$ cat src/rtl/float_div_cynw_cm_float_rcp_e8_m23_4_tail.sv
// rtl/float_div_cynw_cm_float_rcp_e8_m23_4_tail.sv - E8M23 reciprocal tail: RNE rounding, special packing, output FIFO, upstream stall
module float_div_cynw_cm_float_rcp_e8_m23_4_tail #(
  parameter int DEPTH = 4,
  parameter int PTR_W = 2
) (
  input  logic             aclk,
  input  logic             arst_n,
  input  logic             in_valid,
  input  logic [36:0]      x,
  output logic             astall,
  output logic             out_valid,
  input  logic             out_ready,
  output logic [31:0]      out_data,
  output logic [PTR_W:0]   out_count
);

  localparam logic [PTR_W:0] C_DEPTH = (PTR_W+1)'(DEPTH);

  logic             w_sign;
  logic [7:0]       w_exp;
  logic             w_inc;
  logic             w_carry;
  logic [22:0]      w_frac_rnd;
  logic [8:0]       w_exp_rnd;
  logic [31:0]      w_rounded;
  logic             w_full;
  logic             w_pop;
  logic             w_push;

  logic             r_valid;
  logic [31:0]      r_data;
  logic [31:0]      r_mem [DEPTH];
  logic [PTR_W-1:0] r_wr_ptr;
  logic [PTR_W-1:0] r_rd_ptr;
  logic [PTR_W:0]   r_count;

  assign w_sign = x[36];
  assign w_exp  = x[35:28];
  // The round bit is folded into sticky; x[4] breaks ties toward even.
  assign w_inc      = x[3] & (x[2] | x[1] | x[0] | x[4]);
  assign w_frac_rnd = x[26:4] + {22'b0, w_inc};
  assign w_carry    = x[27] & (&x[26:4]) & w_inc;
  assign w_exp_rnd  = {1'b0, w_exp} + {8'b0, w_carry};

  always_comb begin
    w_rounded = {w_sign, w_exp_rnd[7:0], w_frac_rnd};
    if (w_exp == 8'hFF) begin
      if (|x[26:0]) w_rounded = 32'h7FC0_0000;
      else          w_rounded = {w_sign, 8'hFF, 23'b0};
    end else if (w_exp == 8'h00) begin
      w_rounded = {w_sign, 31'b0};
    end else if (w_exp_rnd == 9'h0FF) begin
      w_rounded = {w_sign, 8'hFF, 23'b0};
    end
  end

  assign w_full    = (r_count == C_DEPTH);
  assign out_valid = (r_count != '0);
  assign w_pop     = out_valid & out_ready;
  assign w_push    = r_valid & (~w_full | w_pop);
  // Only combinational path from out_ready: a full FIFO draining this cycle frees R.
  assign astall    = r_valid & w_full & ~out_ready;
  assign out_data  = r_mem[r_rd_ptr];
  assign out_count = r_count;

  always_ff @(posedge aclk or negedge arst_n) begin
    if (!arst_n) begin
      r_valid <= 1'b0;
      r_data  <= '0;
    end else if (!astall) begin
      r_valid <= in_valid;
      r_data  <= w_rounded;
    end
  end

  always_ff @(posedge aclk or negedge arst_n) begin
    if (!arst_n) begin
      for (int i = 0; i < DEPTH; i++) r_mem[i] <= '0;
      r_wr_ptr <= '0;
      r_rd_ptr <= '0;
      r_count  <= '0;
    end else begin
      if (w_push) begin
        r_mem[r_wr_ptr] <= r_data;
        r_wr_ptr        <= r_wr_ptr + 1'b1;
      end
      if (w_pop) r_rd_ptr <= r_rd_ptr + 1'b1;
      case ({w_push, w_pop})
        2'b10:   r_count <= r_count + 1'b1;
        2'b01:   r_count <= r_count - 1'b1;
        default: r_count <= r_count;
      endcase
    end
  end

endmodule

$ cat config.mk
export PLATFORM = sky130hd
export DESIGN_NAME = float_div_cynw_cm_float_rcp_e8_m23_4_tail
export DESIGN_NICKNAME = d
export VERILOG_FILES = /design/src/rtl/float_div_cynw_cm_float_rcp_e8_m23_4_tail.sv
export SDC_FILE = /design/constraint.sdc
export NUM_CORES = 1
export LEC_CHECK = 0
export CELL_PAD_IN_SITES_DETAIL_PLACEMENT = 1
export CELL_PAD_IN_SITES_GLOBAL_PLACEMENT = 1
export CORE_ASPECT_RATIO = 1.1
export CORE_MARGIN = 2
export CORE_UTILIZATION = 35
export CTS_CLUSTER_SIZE = 40
export DETAILED_ROUTE_END_ITERATION = 16
export DONT_BUFFER_PORTS = 1
export GPL_ROUTABILITY_DRIVEN = 0
export GPL_TIMING_DRIVEN = 0
export PLACE_DENSITY = 0.6
export SKIP_LAST_GASP = 1
export SYNTH_ARGS = -nofsm -noshare
export SYNTH_HDL_FRONTEND = slang
export SYNTH_SLANG_ARGS = --single-unit
export TNS_END_PERCENT = 20
$ cat constraint.sdc
create_clock -name aclk -period 2.2 [get_ports aclk]
set_input_delay 0.22 -clock aclk [delete_from_list [all_inputs] [get_ports aclk]]
set_output_delay 0.22 -clock aclk [all_outputs]
set_load 0.1 [all_outputs]
Yosys cells after proc, flatten, opt, wreduce, memory -nomap -nowiden
Cells that the tools add are included.
{ "word_totals": {"register_bits": 168, "in_bits": 41, "output_inout_bits": 37, "wordCells": 55} }
{ "op_classes": {"n_addsub": 6, "order_cmp": 3, "eq_ne": 5, "mux": 11, "bitwise_logic": 15, "reduce_logical": 6} }
{ "op_table": {"columns": ["operator", "count"], "rows": [
  ["32-bit two-way mux", 5],
  ["128-bit bitwise mux", 1],
  ["32-bit binary-select mux with 2-bit select", 1],
  ["32-bit demux with 2-bit select", 1],
  ["31-bit two-way mux", 2],
  ["27-bit OR reduction", 1],
  ["23-bit by 1-bit adder with 23-bit output", 1],
  ["23-bit AND reduction", 1],
  ["8-bit by 1-bit adder with 9-bit output", 1],
  ["9-bit by 8-bit == test with 1-bit output, second input constant", 1],
  ["8-bit == test, second input constant", 1],
  ["8-bit zero test", 1],
  ["1-bit bitwise AND", 7],
  ["3-bit >= comparator, second input constant", 2],
  ["2-bit inverter with 3-bit output", 2],
  ["3-bit one-hot mux with 2 select lines", 1],
  ["2-bit by 1-bit adder with 2-bit output, second input constant", 2],
  ["1-bit OR", 4],
  ["3-bit by 1-bit adder with 3-bit output, second input constant", 1],
  ["3-bit == test, second input constant", 1],
  ["3-bit by 1-bit < comparator with 1-bit output, second input constant", 1],
  ["3-bit nonzero test", 1],
  ["3-bit by 1-bit subtractor with 3-bit output, second input constant", 1],
  ["2-bit by 1-bit == test with 1-bit output, second input constant", 1],
  ["other kinds (4)", 5]
]} }

Depth between registers and ports, before layout
{ "logic_depth": {"word_depth": 10, "ltp_mapped": 12, "ltp_nobuf": 10} }

Worst setup path after synthesis
Ideal clock, no wire load.
{ "synth_path": {"kind": "reg-to-reg", "startpoint": "reg r_count[0] (netlist: out_count[0])", "endpoint": "reg r_count[2] (netlist: out_count[2])", "setup_time_ps": 162, "arrival_time_ps": 3004, "t_required_ps": 2038, "slack_ps": -966, "stages_incl_launch_ff": 9, "n_path_buf": 0, "period_less_slack_ps": 3166, "path_cell_list": "dfrtp_1 > or3_1 > and2_1 > ha_1 > inv_1 > fa_1 > xor2_1 > nor2_1 > xor2_1"} }
{ "synth_between": {"elab_chain_cells": 6, "elab_cells_between_ends": 12, "classes_between": "2 x add/sub; 3 x eq/ne; 1 x mux; 4 x bitwise; 2 x reduce/logical"} }
{ "synth_lines": {"columns": ["item", "line_no", "source"], "rows": [
  ["start, declared", "35", "logic [PTR_W:0] r_count;"],
  ["start signal, assigned", "89", "2'b10: r_count <= r_count + 1'b1;"],
  ["start signal, assigned", "90", "2'b01: r_count <= r_count - 1'b1;"],
  ["start signal, assigned", "91", "default: r_count <= r_count;"],
  ["3-bit nonzero test *", "58", "assign out_valid = (r_count != '0);"],
  ["named net out_valid", "11", "output logic out_valid,"],
  ["1-bit bitwise AND *", "59", "assign w_pop = out_valid & out_ready;"],
  ["named net w_pop", "27", "logic w_pop;"],
  ["1-bit OR", "60", "assign w_push = r_valid & (~w_full | w_pop);"],
  ["1-bit bitwise AND", "60", null],
  ["2-bit by 1-bit == test with 1-bit output / 2-bit == test (equally long branches)", "88", "case ({w_push, w_pop})"],
  ["3-bit one-hot mux with 2 select lines / 2-bit nonzero test (equally long branches)", null, null]
]} }
Mark *: on every way through the listed nets, which the timed path passes. The rest lies on a longest branch.
A chain may end at the register's enable or synchronous reset.

Final worst setup path
{ "layout_path": {"startpoint": "reg r_count[2] (netlist: out_count[2])", "endpoint": "reg r_count[2] (netlist: out_count[2])"} }
The elaborated chain is that of the path after synthesis.

==> results.sh <==
export IMPL_crit_path_frequent_cell="sky130_fd_sc_hd__xor2_1"
export IMPL_max_clock_freq_mhz=430.9
export IMPL_period_needed_ps=2321
export IMPL_cp_top_family="simple AND/OR/NAND/NOR gates"
export IMPL_layout_worst_path_cycle_share=1.055
export IMPL_post_synth_cell_area_avg_um2=13.81
export IMPL_top_layer_used="met4"
export IMPL_cts_clk_slew_worst_paths_ps=70
export IMPL_design_portCount=78
export IMPL_synth_edf_count=0
export IMPL_die_width_um=146.3
export IMPL_numClockSinks=168
export IMPL_final_cell_mix="sky130_fd_sc_hd__dfrtp_1 (164), sky130_fd_sc_hd__mux2_2 (121), sky130_fd_sc_hd__nand2_1 (49)"
export IMPL_run_status="finished with violations"
export IMPL_failed_checks="hold timing, setup timing"
export IMPL_wl_met2_mm=9.826
export IMPL_routed_length_on_met3_mm=1.075
export IMPL_synthToLayoutAreaGrowth_pct=17.82
export IMPL_top_reg_cell_synth="sky130_fd_sc_hd__dfrtp_1"
export IMPL_sequential_area_share_after_synthesis=0.5389
export IMPL_yosys_warnings=0
export IMPL_clk_path_buf_depth=2
export IMPL_critical_path_max_stage_delay_ps=630
export IMPL_core_rowCount=57
export IMPL_first_pass_iters=4
export IMPL_worst_setup_path_end_kind="register"
export IMPL_timing_critical_path_buf_inv=1
export IMPL_detailedRoute_firstIterationViolations=192
export IMPL_grt_first_pass_wirelength_mm=32.03
export IMPL_synthDominantCellAreaShare=0.5389
export IMPL_critPathLaunch="out_count[2]"
export IMPL_drt_wirelength_per_cell_um=21.78
export IMPL_cts_root_buf="sky130_fd_sc_hd__clkbuf_16"
export IMPL_syn_area_um2=7801
export IMPL_routed_via_density=5.275
export IMPL_fp_dieArea_um2=23500
export IMPL_timing_critical_path_required_ps=2500
export IMPL_grt_pass1_vias=5521
export IMPL_die_h_um=160.6
export IMPL_clock_insertion_delay_worst_skew_ps=430
export IMPL_instances_no_fill=909
export IMPL_most_common_cell_after_layout_fill_and_taps_aside="sky130_fd_sc_hd__dfrtp_1"
export IMPL_crit_path_max_fanout=4
export IMPL_slew_headroom=0.5058
export IMPL_critPathSlowestCell="sky130_fd_sc_hd__dfrtp_4"
export IMPL_dp_hpwl_mm=13.33
export IMPL_drt_drc_violations_left=0
export IMPL_syn_inst=565
export IMPL_final_max_slew_violation_count=0
export IMPL_core_region_area_um2=21970
export IMPL_finalHoldViolations=168
export IMPL_grt_max_degree=169
export IMPL_setup_violations_final=44
export IMPL_yosys_cell_types_count=41
export IMPL_routed_vias=4795
export IMPL_path_cells="or3_4, and2_4, ha_4, inv_2, fa_2, xor2_1, nor2_1, xor2_1"
export IMPL_synthesis_nets=615
export IMPL_timing_hold_ws_ps=-525.0
export IMPL_ys_async_sr_fraction=1.000
export IMPL_post_detailed_route_count_of_antenna_violating_nets=0
export IMPL_grt_usage=0.1775
export IMPL_synth_area_leaders="sky130_fd_sc_hd__dfrtp_1 (54%), sky130_fd_sc_hd__mux2_2 (17%), sky130_fd_sc_hd__mux4_2 (9.2%), sky130_fd_sc_hd__nand2_1 (2.5%), sky130_fd_sc_hd__xor2_1 (2.2%)"
export IMPL_nets_finish=651
export IMPL_tritoncts="done"
export IMPL_worst_case_register_to_register_setup_slack_ps=-120
export IMPL_clock_tree_htree_level_count=4
export IMPL_grt_overflow_total=0
export IMPL_worst_ep_arrival_time_ps=2620
export IMPL_grt_setup_unrepaired="yes"
export IMPL_finalClockSkew_ps=10.90
export IMPL_port_buffers=0
export IMPL_synth_seq_cells=168
export IMPL_post_place_cells=860
export IMPL_synth_largest_area_cell="sky130_fd_sc_hd__dfrtp_1"
export IMPL_layout_setup_ws_ps=-120.7
export IMPL_cts_hold_fix_buffers=9
export IMPL_max_cap_violations=0
export IMPL_initial_utilization=0.3551
export IMPL_timing_worst_slew_pin_value_ps=741.3
export IMPL_wirelength_mm=19.80
export IMPL_antenna_found_initial=0
export IMPL_setup_worst_path_class="reg -> reg"
export IMPL_cts_buffers=17
export IMPL_worst_setup_path_start_kind="register"
export IMPL_final_layout_size_suffix_gt1_frac=0.4023
export IMPL_reg2reg_from="out_count[2]"
export IMPL_diodes=0
export IMPL_detail_route_wirelength_met1_mm=8.700
export IMPL_min_delay_path_class="in -> async"
==> through the flow <==
step / setup TNS, ps / hold slack [ps] / area, µm² / utilization / worst slack, ps
2_1_floorplan: -3614 / -75.59 / 7894 / - / -172.2
4_1_cts: -3932 / -537.6 / 9171 / 0.4175 / -151.2
3_5_place_dp: -36400 / -71.56 / 8263 / 0.3762 / -655.6
3_3_place_gp: -33990 / -69.46 / 8263 / 0.3762 / -615.8
6_report: -1026 / -525.0 / 9191 / 0.4184 / -120.7
5_1_grt: -13260 / -548.7 / 9191 / 0.4184 / -173.4
==> cells in the mapped netlist, types with 7 or more instances <==
| cell | n |
|---|---|
| sky130_fd_sc_hd__dfrtp_1 | 168 |
| sky130_fd_sc_hd__buf_2 | 17 |
| sky130_fd_sc_hd__mux2_2 | 121 |
| sky130_fd_sc_hd__mux2_1 | 8 |
| sky130_fd_sc_hd__mux4_2 | 32 |
| sky130_fd_sc_hd__nor2_1 | 10 |
| sky130_fd_sc_hd__inv_1 | 10 |
| sky130_fd_sc_hd__ha_1 | 8 |
| sky130_fd_sc_hd__xnor2_1 | 14 |
| sky130_fd_sc_hd__nand3_1 | 13 |
| sky130_fd_sc_hd__o21ai_1 | 20 |
| sky130_fd_sc_hd__nand2_1 | 51 |
| sky130_fd_sc_hd__nor4_1 | 8 |
| sky130_fd_sc_hd__nand4_1 | 7 |
| sky130_fd_sc_hd__xor2_1 | 20 |
| sky130_fd_sc_hd__clkbuf_1 | 11 |
==> final timing paths <==
kind,cells after the start,end
hold reg to reg,1,r_mem[64]
min in group aclk,2,r_data[30]
setup / recovery,8,out_count[2]
setup reg to reg,8,out_count[2]
max in group asynchronous,0,out_count[0]
hold / removal,0,r_mem[104]
==> layout make-up <==
class                   count  area, µm²
fillers                  2316      12770
clock buffers              18      429.2
plain buffers              26      245.2
inverters                  11      43.79
repair buffers             20      178.9
well taps                 295      369.1
clock inverters            14      160.2
multi-input cells         357       3548
flip-flops and latches    168       4217
==> flip-flops by register name, indices dropped and copies added (netlist names) <==
name,flops
r_mem,128
r_data,32
out_count,3
r_rd_ptr,2
r_wr_ptr,2
r_valid,1
==> routing by layer <==
| metal | up-vias | track usage |
|---|---|---|
| li1 | 2116 | - |
| met1 | 2559 | 0.2285 |
| met2 | 103 | 0.2976 |
| met3 | 17 | 0.05284 |
| met4 | 0 | 0.04060 |
| met5 | - | 0 |
==> worst reg2reg max path, cell delays in order, from the launching register on <==
cell and delay (ps):
sky130_fd_sc_hd__dfrtp_4 630, sky130_fd_sc_hd__or3_4 600, sky130_fd_sc_hd__and2_4 220, sky130_fd_sc_hd__ha_4 160
sky130_fd_sc_hd__inv_2 50, sky130_fd_sc_hd__fa_2 180, sky130_fd_sc_hd__xor2_1 150, sky130_fd_sc_hd__nor2_1 70
sky130_fd_sc_hd__xor2_1 140
==> what timing repair did <==
action,4_1_cts,5_1_grt
endpoints found under the hold margin,177,168
setup endpoints to repair,184,180
pin swaps,8,3
gates resized for setup,39,12
cloned,1,0
setup buffers,10,0
==> kinds of logic after synthesis <==
| logic type | Yosys count | synth area share |
|---|---|---|
| XOR/XNOR | 34 | 0.03817 |
| adder cells (fa/ha/maj) | 9 | 0.01540 |
| AND/OR/NAND/NOR | 112 | 0.07281 |
| buffers and inverters | 40 | 0.02245 |
| flip-flops | 168 | 0.5389 |
| AO/OA/AOI/OAI | 39 | 0.03112 |
| multiplexers | 163 | 0.2812 |
Power is left out: the tool's default activity adds up to more than one toggle a clock period on the data nets, which glitch-free logic cannot reach.
